[config.mk]
export PLATFORM = sky130hd
export DESIGN_NAME = gmm_dist_quant
export DESIGN_NICKNAME = d
export VERILOG_FILES = /design/src/rtl/gmm_dist_quant.sv
export SDC_FILE = /design/constraint.sdc
export NUM_CORES = 1
export LEC_CHECK = 0
export CORE_MARGIN = 10
export CORE_UTILIZATION = 25
export DETAILED_ROUTE_END_ITERATION = 8
export GPL_ROUTABILITY_DRIVEN = 0
export GPL_TIMING_DRIVEN = 0
export RECOVER_POWER = 25
export SETUP_SLACK_MARGIN = 0.3
export SYNTH_ARGS = -nofsm -noshare
export SYNTH_HDL_FRONTEND = slang
export SYNTH_SLANG_ARGS = --single-unit
[constraint.sdc]
create_clock -name clk -period 7.6 [get_ports clk]
set_clock_uncertainty 0.2 [all_clocks]
set_input_delay 1.9 -clock clk [delete_from_list [all_inputs] [get_ports clk]]
set_output_delay 1.9 -clock clk [all_outputs]
set_load 0.005 [all_outputs]
[src/rtl/gmm_dist_quant.sv]
`default_nettype none
// ============================================================================
//  Module      : gmm_dist_quant
//  Description : Quantises the distance |pixel - mean| in units of sigma to
//                an index 0..SAT using repeated subtraction. The index drives
//                the exp lookup table of a Gaussian mixture model stage.
//  Revision    : 1.0  initial release
// ============================================================================
module gmm_dist_quant #(
    parameter int W   = 8,
    parameter int SAT = 6
) (
    input  logic         clk,
    input  logic         rst_n,
    input  logic         in_valid,
    output logic         in_ready,
    input  logic [W-1:0] pixel,
    input  logic [W-1:0] mean,
    input  logic [W-1:0] sigma,
    output logic         out_valid,
    input  logic         out_ready,
    output logic [7:0]   grey
);

    localparam logic [7:0] c_SAT = 8'(SAT);

    typedef enum logic [1:0] {
        S_IDLE = 2'd0,
        S_CALC = 2'd1,
        S_DONE = 2'd2
    } state_t;

    state_t         r_state;
    logic [W-1:0]   r_rem;
    logic [W-1:0]   r_sig;
    logic [7:0]     r_cnt;
    logic [W-1:0]   w_diff;

    // Unsigned absolute difference of the operands presented this cycle
    always_comb begin
        w_diff = (pixel >= mean) ? (pixel - mean) : (mean - pixel);
    end

    // Control FSM with registered handshake outputs and quotient datapath.
    // A zero sigma still passes through one CALC cycle so its result appears
    // one edge after accept, the same as any q=0 result.
    always_ff @(posedge clk or negedge rst_n) begin
        if (!rst_n) begin
            r_state   <= S_IDLE;
            in_ready  <= 1'b1;
            out_valid <= 1'b0;
            grey      <= 8'd0;
            r_cnt     <= 8'd0;
            r_rem     <= '0;
            r_sig     <= '0;
        end else begin
            case (r_state)
                S_IDLE: begin
                    if (in_valid) begin
                        r_rem    <= w_diff;
                        r_sig    <= sigma;
                        r_cnt    <= 8'd0;
                        in_ready <= 1'b0;
                        r_state  <= S_CALC;
                    end
                end
                S_CALC: begin
                    if (r_sig == '0) begin
                        grey      <= (r_rem == '0) ? 8'd0 : c_SAT;
                        out_valid <= 1'b1;
                        r_state   <= S_DONE;
                    end else if ((r_rem < r_sig) || (r_cnt == c_SAT)) begin
                        grey      <= r_cnt;
                        out_valid <= 1'b1;
                        r_state   <= S_DONE;
                    end else begin
                        // Subtract only when rem >= sig, so rem never wraps
                        r_rem <= r_rem - r_sig;
                        r_cnt <= r_cnt + 8'd1;
                    end
                end
                S_DONE: begin
                    if (out_ready) begin
                        out_valid <= 1'b0;
                        in_ready  <= 1'b1;
                        r_state   <= S_IDLE;
                    end
                end
                default: begin
                    out_valid <= 1'b0;
                    in_ready  <= 1'b1;
                    r_state   <= S_IDLE;
                end
            endcase
        end
    end

endmodule
`default_nettype wire
### Word-level counts from Yosys, hierarchy flattened

Index checks and enable logic that the tools add are counted.

| operators by class | value |
|---|---|
| add/subtract/negate cells | 4 |
| order comparisons | 2 |
| eq/ne operators | 8 |
| multiplexer cells | 24 |
| bitwise gates (word level) | 2 |
| reduce and logical (&&, ||, !) cells | 12 |

Operators with widths:

| kind | number |
|---|---|
| 8-bit 2-to-1 mux | 9 |
| 8-bit case mux with 2 select lines | 2 |
| 8-bit subtractor | 3 |
| 8-bit logical NOT | 2 |
| 3-bit AND reduction | 3 |
| 8-bit by 1-bit adder with 8-bit output, second input constant | 1 |
| 8-bit by 3-bit == test with 1-bit output, second input constant | 1 |
| 8-bit greater-or-equal comparator | 1 |
| 8-bit < comparator | 1 |
| 2-bit 2-to-1 mux | 4 |
| 2-bit != test, second input constant | 4 |
| 1-bit case mux with 3 select lines | 2 |
| 2-bit case mux with 3 select lines | 1 |
| 1-bit 2-to-1 mux | 5 |
| 2-bit AND reduction | 2 |
| 4-bit AND reduction | 1 |
| 2-bit nonzero test | 2 |
| 3-bit 2-to-1 mux | 1 |
| 3-bit != test, second input constant | 1 |
| 2-bit by 1-bit == test with 1-bit output, second input constant | 1 |
| 2-bit == test, second input constant | 1 |
| 2-bit logical NOT | 1 |
| 1-bit NOT | 2 |
| 1-bit logical OR | 1 |

| word-level totals | value |
|---|---|
| bits in registers | 36 |
| bits of input ports | 28 |
| output and inout bits | 10 |
| logic and storage cells | 59 |

### Longest topological paths before layout

Gate-level depths: netlist of the first run.

| logic depth | value |
|---|---|
| depth in word-level cells | 5 |
| depth in mapped cells | 10 |
| depth with buffers taken out | 9 |

### Worst setup path before layout of the first run

Ideal clock, no wire load.

| timing path | value |
|---|---|
| path type | input port to flip-flop |
| start | in pixel[0] |
| end | reg r_rem[3] |
| library setup time | 0.082 ns |
| data arrival time | 3.691 ns |
| required time | 7.318 ns |
| setup slack | 3.627 ns |
| stages | 9 |
| path through | inv_1 > ha_1 > fa_1 > nand3b_4 > a31oi_4 > nor3_2 > or4b_1 > o311a_1 > a31oi_1 |

| between the ends | value |
|---|---|
| longest elaborated chain between the ends | 4 |
| elaborated cells between the ends (all ways) | 6 |
| classes of those cells | add/sub (2); order compare (1); mux (3) |

RTL lines:

| item | RTL line | RTL |
|---|---|---|
| start: declaration | 17 | `input logic [W-1:0] pixel,` |
| 8-bit subtractor / 8-bit greater-or-equal comparator (equally long branches) | 41 | `w_diff = (pixel >= mean) ? (pixel - mean) : (mean - pixel);` |
| 8-bit 2-to-1 mux (*) | 41 |  |
| 8-bit 2-to-1 mux (*) | 59 | `if (in_valid) begin` |
| 8-bit case mux with 2 select lines (*) | 57 | `case (r_state)` |
| end signal: assignment | 60 | `r_rem <= w_diff;` |
| end signal: assignment | 78 | `r_rem <= r_rem - r_sig;` |
| end: declaration | 34 | `logic [W-1:0] r_rem;` |

Mark *: on every way between the ends. The rest lies on a longest branch, timed or not. The select of a mux whose other input is x is not followed.
A chain may end at the register's enable or synchronous reset.

### Final worst setup path of the first run

| timing path | value |
|---|---|
| start | in pixel[0] |
| end | reg r_rem[6] |

Same word-level chain as after synthesis.

==> reports/metrics.yaml, run 1 <==
outcome:
  outcome: "finished, violations left"
  violations: "max-capacitance violations, max-slew violations"
critical_path:
  critical_path.top_delay_family: "compound AO/OA/AOI/OAI gates"
  worstSetupPathType: "in2reg"
  cp_cell_sequence: "clkdlybuf4s50_1 > inv_1 > ha_1 > fa_1 > nand3b_4 > a31oi_4 > nor4_2 > a221oi_1 > nor2b_1 > o32a_1"
  r2r-end: "r_rem[6]"
  start_kind: "primary input"
  critPathMaxFanout: 4
  slowest_stage: "clkdlybuf4s50_1"
  max_stage_delay_ps: 480
  timing.rr.start: "r_rem[0]"
  worst-path-buf-inv: 2
  cp-end-kind: "flop"
  cp.required_ps: 7570
  critPathArrivalTime_ps: 4360
  r2r_slack_ps: 4750
  r2r_cells: 9
synthesis:
  synth_edf_count: 0
  ys_types: 63
  yosysWarningCount: 0
  synth_top_area_cell: "dfrtp_1"
  syn_area_um2: 2790
  yosys-top-cells-count: "nand2_1, dfrtp_1, inv_1"
  synth.area.top_cells: "dfrtp_1, ha_1, nand2_1"
  synth-seq-area-share_pct: 32.4
  async_reset_ff_share_pct: 100
  post-synth-top-count-cell: "nand2_1"
  ys.flop_type: "dfrtp_1"
  synth_seq_cells: 36
  syn_inst: 324
  syn-num-nets: 380
  avgSynthCellArea_um2: 8.60
  yosys.area.top_type_share_pct: 31.4
die:
  initial_core_util_pct: 25.6
  die_w_um: 126
  num_rows: 38
  die_h_um: 126
  die_area_um2: 15800
  top_level_ports: 38
  core-area_um2: 10900
clock_tree:
  cts.htree.levels: 2
  cts.sinks: 36
  cts_tree: "built"
  insertion_delay_ps: 290
  post-cts-setup-buffers: 0
  clk_path_buf_depth: 2
  clk_pin_slew_worst_paths_ps: 70
  cts-resized-gates: 0
  hold_buffers: 0
  root_buffer: "clkbuf_8"
  cts_buffers: 5
final_layout:
  final_cells: 509
  diodes: 0
  multiInputGateArea_um2: 1710
  fillers: 1152
  nNetsFinal: 424
  areaGrowthSynthToFinish_pct: 23.9
  drive_gt1_share_pct: 8.94
  register_area_um2: 902
place:
  detailed_place_hpwl_um: 5440
  io_buffer_count: 37
  dpl.cell_count: 501
global_route:
  grt_pass1_vias: 2392
  grtUsageTotal_pct: 8.37
  gr-total-overflow: 0
  grt_antenna_before_repair: 0
  grt_max_degree: 37
  grt_first_pass_wirelength_um: 11400
timing:
  min_period_ps: 4390
  setup_violations: 0
  slew_headroom_pct: -26.7
  fin_crit_sh_pct: 57.7
  slew_violations: 37
  setup_tns_ps: 0
  tightest_slew_ps: 1900
  hold_viol: 0
  max_freq_mhz: 228
  rsz0062_at_grt: "no"
route:
  drtPass1Iterations: 4
  drc: 0
  drtAntennaViolNets: 0
  post_drt_wl_per_cell_um: 13.3
  viasPerCell: 4.76
  drtIter0Drc: 139
  vias: 2424
  wirelength_um: 6760
worst_hold_path:
  hold_depth: 2
  hp-class: "reg2reg"
  hold_start: "grey[0]"
  hold-path-endpoint: "grey[0]"
pwr:
  powerDensity_nw_per_um2: 327
  p_leak_nw: 1.48
  ir_worst_vdd_v: 0.000130
run:
  maxCapViolations: 1
[power by group]
group | leakage [nW] | switching [mW] | total (mW) | internal [mW]
Combinational | 0.955 | 0.366 | 0.632 | 0.266
Clock | 0.0645 | 0.0685 | 0.184 | 0.116
Sequential | 0.456 | 0.0550 | 0.312 | 0.257
Total | 1.48 | 0.490 | 1.13 | 0.639
[worst reg2reg max path: stages, from the launching register on]
cell and delay (ps):
dfrtp_1 360, inv_1 60, ha_1 220, fa_1 370, and2b_1 250, o31a_1 200, o21ai_2 170, o22ai_2 410
o31ai_1 140, o32a_1 350
[cells by family (layout without fill, tap and decap cells)]
logic type      Yosys count  after routing  synth area share (%)
flops                    36             36                  32.4
compound gates           82             82                  20.3
simple gates            126            126                  23.7
xor+xnor                  8              8                  2.52
mux                       4              4                  1.48
buf+inv                  40             85                  6.29
fa+ha+maj                28             28                  13.4
[layout make-up]
class,count,share of cell area (%)
plain buffers,10,1.81
clock buffers,7,2.79
clock inverters,1,0.870
inverters,30,3.26
multi-input cells,248,49.5
flip-flops and latches,36,26.1
well taps,140,5.08
repair buffers,37,10.6
[how the worst max path moves through the flow]
stage,endpoint,cells past startpoint,slack [ps],startpoint
6_report,r_rem[6],10,3210,pixel[0]
5_1_grt,r_rem[6],10,3040,pixel[3]
4_1_cts,r_rem[6],10,3210,pixel[0]
3_5_place_dp,r_rem[6],10,2900,pixel[0]
3_3_place_gp,r_rem[3],10,2980,pixel[0]
2_1_floorplan,r_rem[3],9,3630,pixel[0]
[stage by stage]
stage | instance area, um^2 | util, % | hold slack (ps) | power (mW) | setup WS, ps
finish | 3450 | 31.7 | 282 | 1.13 | 3210
global route | 3450 | 31.7 | 328 | 1.23 | 3040
CTS | 3450 | 31.7 | 290 | 1.14 | 3210
detailed placement | 3330 | 30.5 | 273 | 0.945 | 2900
global placement | 3330 | 30.6 | 265 | 0.925 | 2980
floorplan | 2790 | - | 273 | 0.768 | 3630
[state kept, by name (all words and copies together) (netlist names)]
name,count
r_cnt,8
grey,8
r_state,2
out_valid,1
r_sig,8
in_ready,1
r_rem,8
[cell usage in the layout, fill, tap and decap left out, types with 2 or more instances in the layout]
master | Yosys | final
nand4_1 | 4 | 4
buf_6 | 2 | 2
and3_1 | 3 | 3
nand3b_1 | 3 | 3
nand3_1 | 8 | 8
clkbuf_8 | 0 | 7
a221o_1 | 2 | 2
and2b_1 | 2 | 2
nor2b_1 | 2 | 2
clkbuf_1 | 4 | 5
buf_4 | 2 | 2
a31oi_1 | 3 | 3
ha_1 | 25 | 25
nor2_1 | 27 | 27
a221oi_1 | 4 | 4
dfrtp_1 | 35 | 35
o221ai_1 | 3 | 3
o21ai_1 | 4 | 4
and2_1 | 3 | 3
a211oi_1 | 2 | 2
fa_1 | 3 | 3
inv_1 | 30 | 30
a21oi_1 | 16 | 16
xnor2_1 | 8 | 8
nand2_1 | 44 | 44
nor4b_1 | 3 | 3
o31ai_1 | 2 | 2
mux2i_1 | 3 | 3
buf_2 | 2 | 2
o21a_1 | 3 | 3
o31a_1 | 2 | 2
nor4_1 | 8 | 8
o21ai_0 | 25 | 25
nand2b_1 | 2 | 2
clkdlybuf4s50_1 | 0 | 36
nor3_1 | 6 | 6
[per-layer routing]
metal	vias to the layer above	wire, um	track usage [%]	share of wire [%]
met3	7	326	2.24	4.8
met1	1126	3370	11.2	50
met4	0	77	2.51	1.1
li1	1241	-	-	-
met5	-	0	0	0
met2	50	2990	12.8	44
Note: power is estimated with default switching activity, not from simulation.
==> run 2: changes to the inputs <==
==> constraint.sdc (replaced) <==
create_clock -name clk -period 4.43 [get_ports clk]
set_clock_uncertainty 0.2 [all_clocks]
set_input_delay 1.1075 -clock clk [delete_from_list [all_inputs] [get_ports clk]]
set_output_delay 1.1075 -clock clk [all_outputs]
set_load 0.005 [all_outputs]
==> results of run 2 <==
The final DEF is identical to that of run 1. Status: finished, violations left: max-capacitance violations, max-slew violations.
Among the figures that moved: setup slack after placement 2900 ps -> 527 ps; setup slack after layout 3210 ps -> 835 ps; register-to-register setup slack 4750 ps -> 1580 ps; total power 1.13 mW -> 1.94 mW; worst IR drop on VDD 0.000130 V -> 0.000224 V
==> run 3: changes to the inputs <==
==> constraint.sdc (replaced) <==
create_clock -name clk -period 3.3 [get_ports clk]
set_clock_uncertainty 0.2 [all_clocks]
set_input_delay 0.825 -clock clk [delete_from_list [all_inputs] [get_ports clk]]
set_output_delay 0.825 -clock clk [all_outputs]
set_load 0.005 [all_outputs]
==> reports/metrics.yaml, run 3 (synthesized netlist as in run 1, its figures left out) <==
final_layout:
  mostFrequentLayoutCells: "nand2_1, dfrtp_1, inv_1"
  nNetsFinal: 438
  final_common_cell: "nand2_1"
  fillers: 1125
  fin_area_um2: 3750
  drive_gt1_share_pct: 17.8
  areaGrowthSynthToFinish_pct: 34.6
  diodes: 0
route:
  drtAntennaViolNets: 0
  viasPerCell: 4.84
  post_drt_wl_per_cell_um: 13.5
  vias: 2531
  drtIter0Drc: 170
  wirelength_um: 7070
  drtPass1Iterations: 4
  drc: 0
clock_tree:
  cts_buffers: 5
  clk_path_buf_depth: 2
  cts_tree: "built"
  clk_pin_slew_worst_paths_ps: 70
  cts.htree.levels: 2
  hold_buffers: 0
  insertion_delay_ps: 290
  root_buffer: "clkbuf_8"
  cts.sinks: 36
place:
  io_buffer_count: 37
  detailed_place_hpwl_um: 5440
  dpl-instance-area_um2: 3330
pwr:
  p_leak_nw: 1.62
  powerDensity_nw_per_um2: 723
  ir_worst_vdd_v: 0.000302
critical_path:
  critPathMaxFanout: 3
  cp-end-kind: "flop"
  cp_cell_sequence: "clkdlybuf4s50_1 > inv_2 > ha_4 > nand4_1 > a31oi_4 > buf_6 > o31ai_4 > buf_4 > o221ai_1 > a22oi_1 > a21oi_1"
  cp.required_ps: 3320
  slowest_stage: "clkdlybuf4s50_1"
  critPathArrivalTime_ps: 2940
  max_stage_delay_ps: 480
  start_kind: "primary input"
  worstSetupPathType: "in2reg"
global_route:
  grt_antenna_before_repair: 0
  grtUsageTotal_pct: 8.64
  grt_first_pass_wirelength_um: 11800
  met2_usage_pct: 13.5
  gr-total-overflow: 0
  grt-busiest-layer: "met2"
  grtUsageMet3_pct: 2.32
  grt_pass1_vias: 2495
  gr-usage-met1_pct: 11.3
  grt_max_degree: 37
timing:
  fin_crit_sh_pct: 88.6
  slew_headroom_pct: -29.9
  fin_hold_ws_ps: 282
  rsz0062_at_grt: "yes"
  slew_violations: 37
  min_period_ps: 2930
  max_freq_mhz: 342
  tightest_slew_ps: 1950
  setup_violations: 0
  hold_viol: 0
die:
  core-area_um2: 10900
  die_w_um: 126
  num_rows: 38
  initial_core_util_pct: 25.6
  die_h_um: 126
  die_area_um2: 15800
  top_level_ports: 38
outcome:
  outcome: "finished, violations left"
  violations: "max-capacitance violations, max-slew violations"
run:
  maxCapViolations: 1
worst_hold_path:
  hp-class: "reg2reg"
-- run 3: cell count changes in the layout (fill, tap and decap cells not counted), moves of 4 or more --
cell / previous run / this run
clkdlybuf4s50_1: 36 / 23
ha_4: 0 / 4
dlymetal6s2s_1: 0 / 6
buf_4: 2 / 12
dlygate4sd2_1: 0 / 6
ha_1: 25 / 19
-- run 3: what timing repair did --
| action | 4_1_cts | 5_1_grt |
|---|---|---|
| gates cloned | 0 | 0 |
| setup endpoints to repair | 6 | 14 |
| pin swaps | 17 | 16 |
| resized for setup | 29 | 19 |
| setup buffers | 13 | 1 |
-- run 3: final cells by class --
type,instances,area [um^2],share of cell area (%)
timing repair buffer,51,484,12.9
tap,140,175,4.67
clock buffer,7,96.3,2.57
sequential,36,902,24.1
clock inverter,1,30.0,0.801
inverter,30,113,3.00
multi-input combinational,248,1870,50.0
buffer,10,73.8,1.97
-- run 3: routing by layer --
layer  routed length [um]  vias up
met5                    0        -
met4                  110        0
met3                  346       11
met2                 3170       52
met1                 3440     1196
li1                     -     1272
-- run 3: worst max-delay path: cells and delay by family --
family	cells	cell delay [ps]
simple gates	1	170
buf+inv	4	840
compound gates	5	840
fa+ha+maj	1	270
-- run 3: report_power, final --
group | internal (mW) | leakage [nW] | total, mW | switching [mW]
registers | 0.593 | 0.456 | 0.720 | 0.127
clock network | 0.267 | 0.0645 | 0.424 | 0.157
logic | 0.670 | 1.10 | 1.57 | 0.895
-- run 3: path summary, 6_finish.rpt --
path                       cells after the start  slack [ps]        to     start
max reg2reg                                    9         530  r_rem[6]  r_rem[0]
max in group asynchronous                      1         910  r_sig[2]     rst_n
min                                            2         280   grey[0]   grey[0]
min reg2reg                                    2         280   grey[0]   grey[0]
max                                           11         370  r_rem[5]   mean[7]
min in group asynchronous                      1         870   grey[5]     rst_n
-- run 3: per-stage QoR --
stage,setup slack (ps),setup TNS [ps],util (%),cells,power [mW]
after global placement,-249,-925,30.6,501,2.13
after CTS,300,0,33.7,522,2.68
after global routing,293,0,34.4,523,2.95
after detailed placement,-321,-1280,30.5,501,2.18
final,375,0,34.4,523,2.71
after floorplan,402,0,-,324,1.77
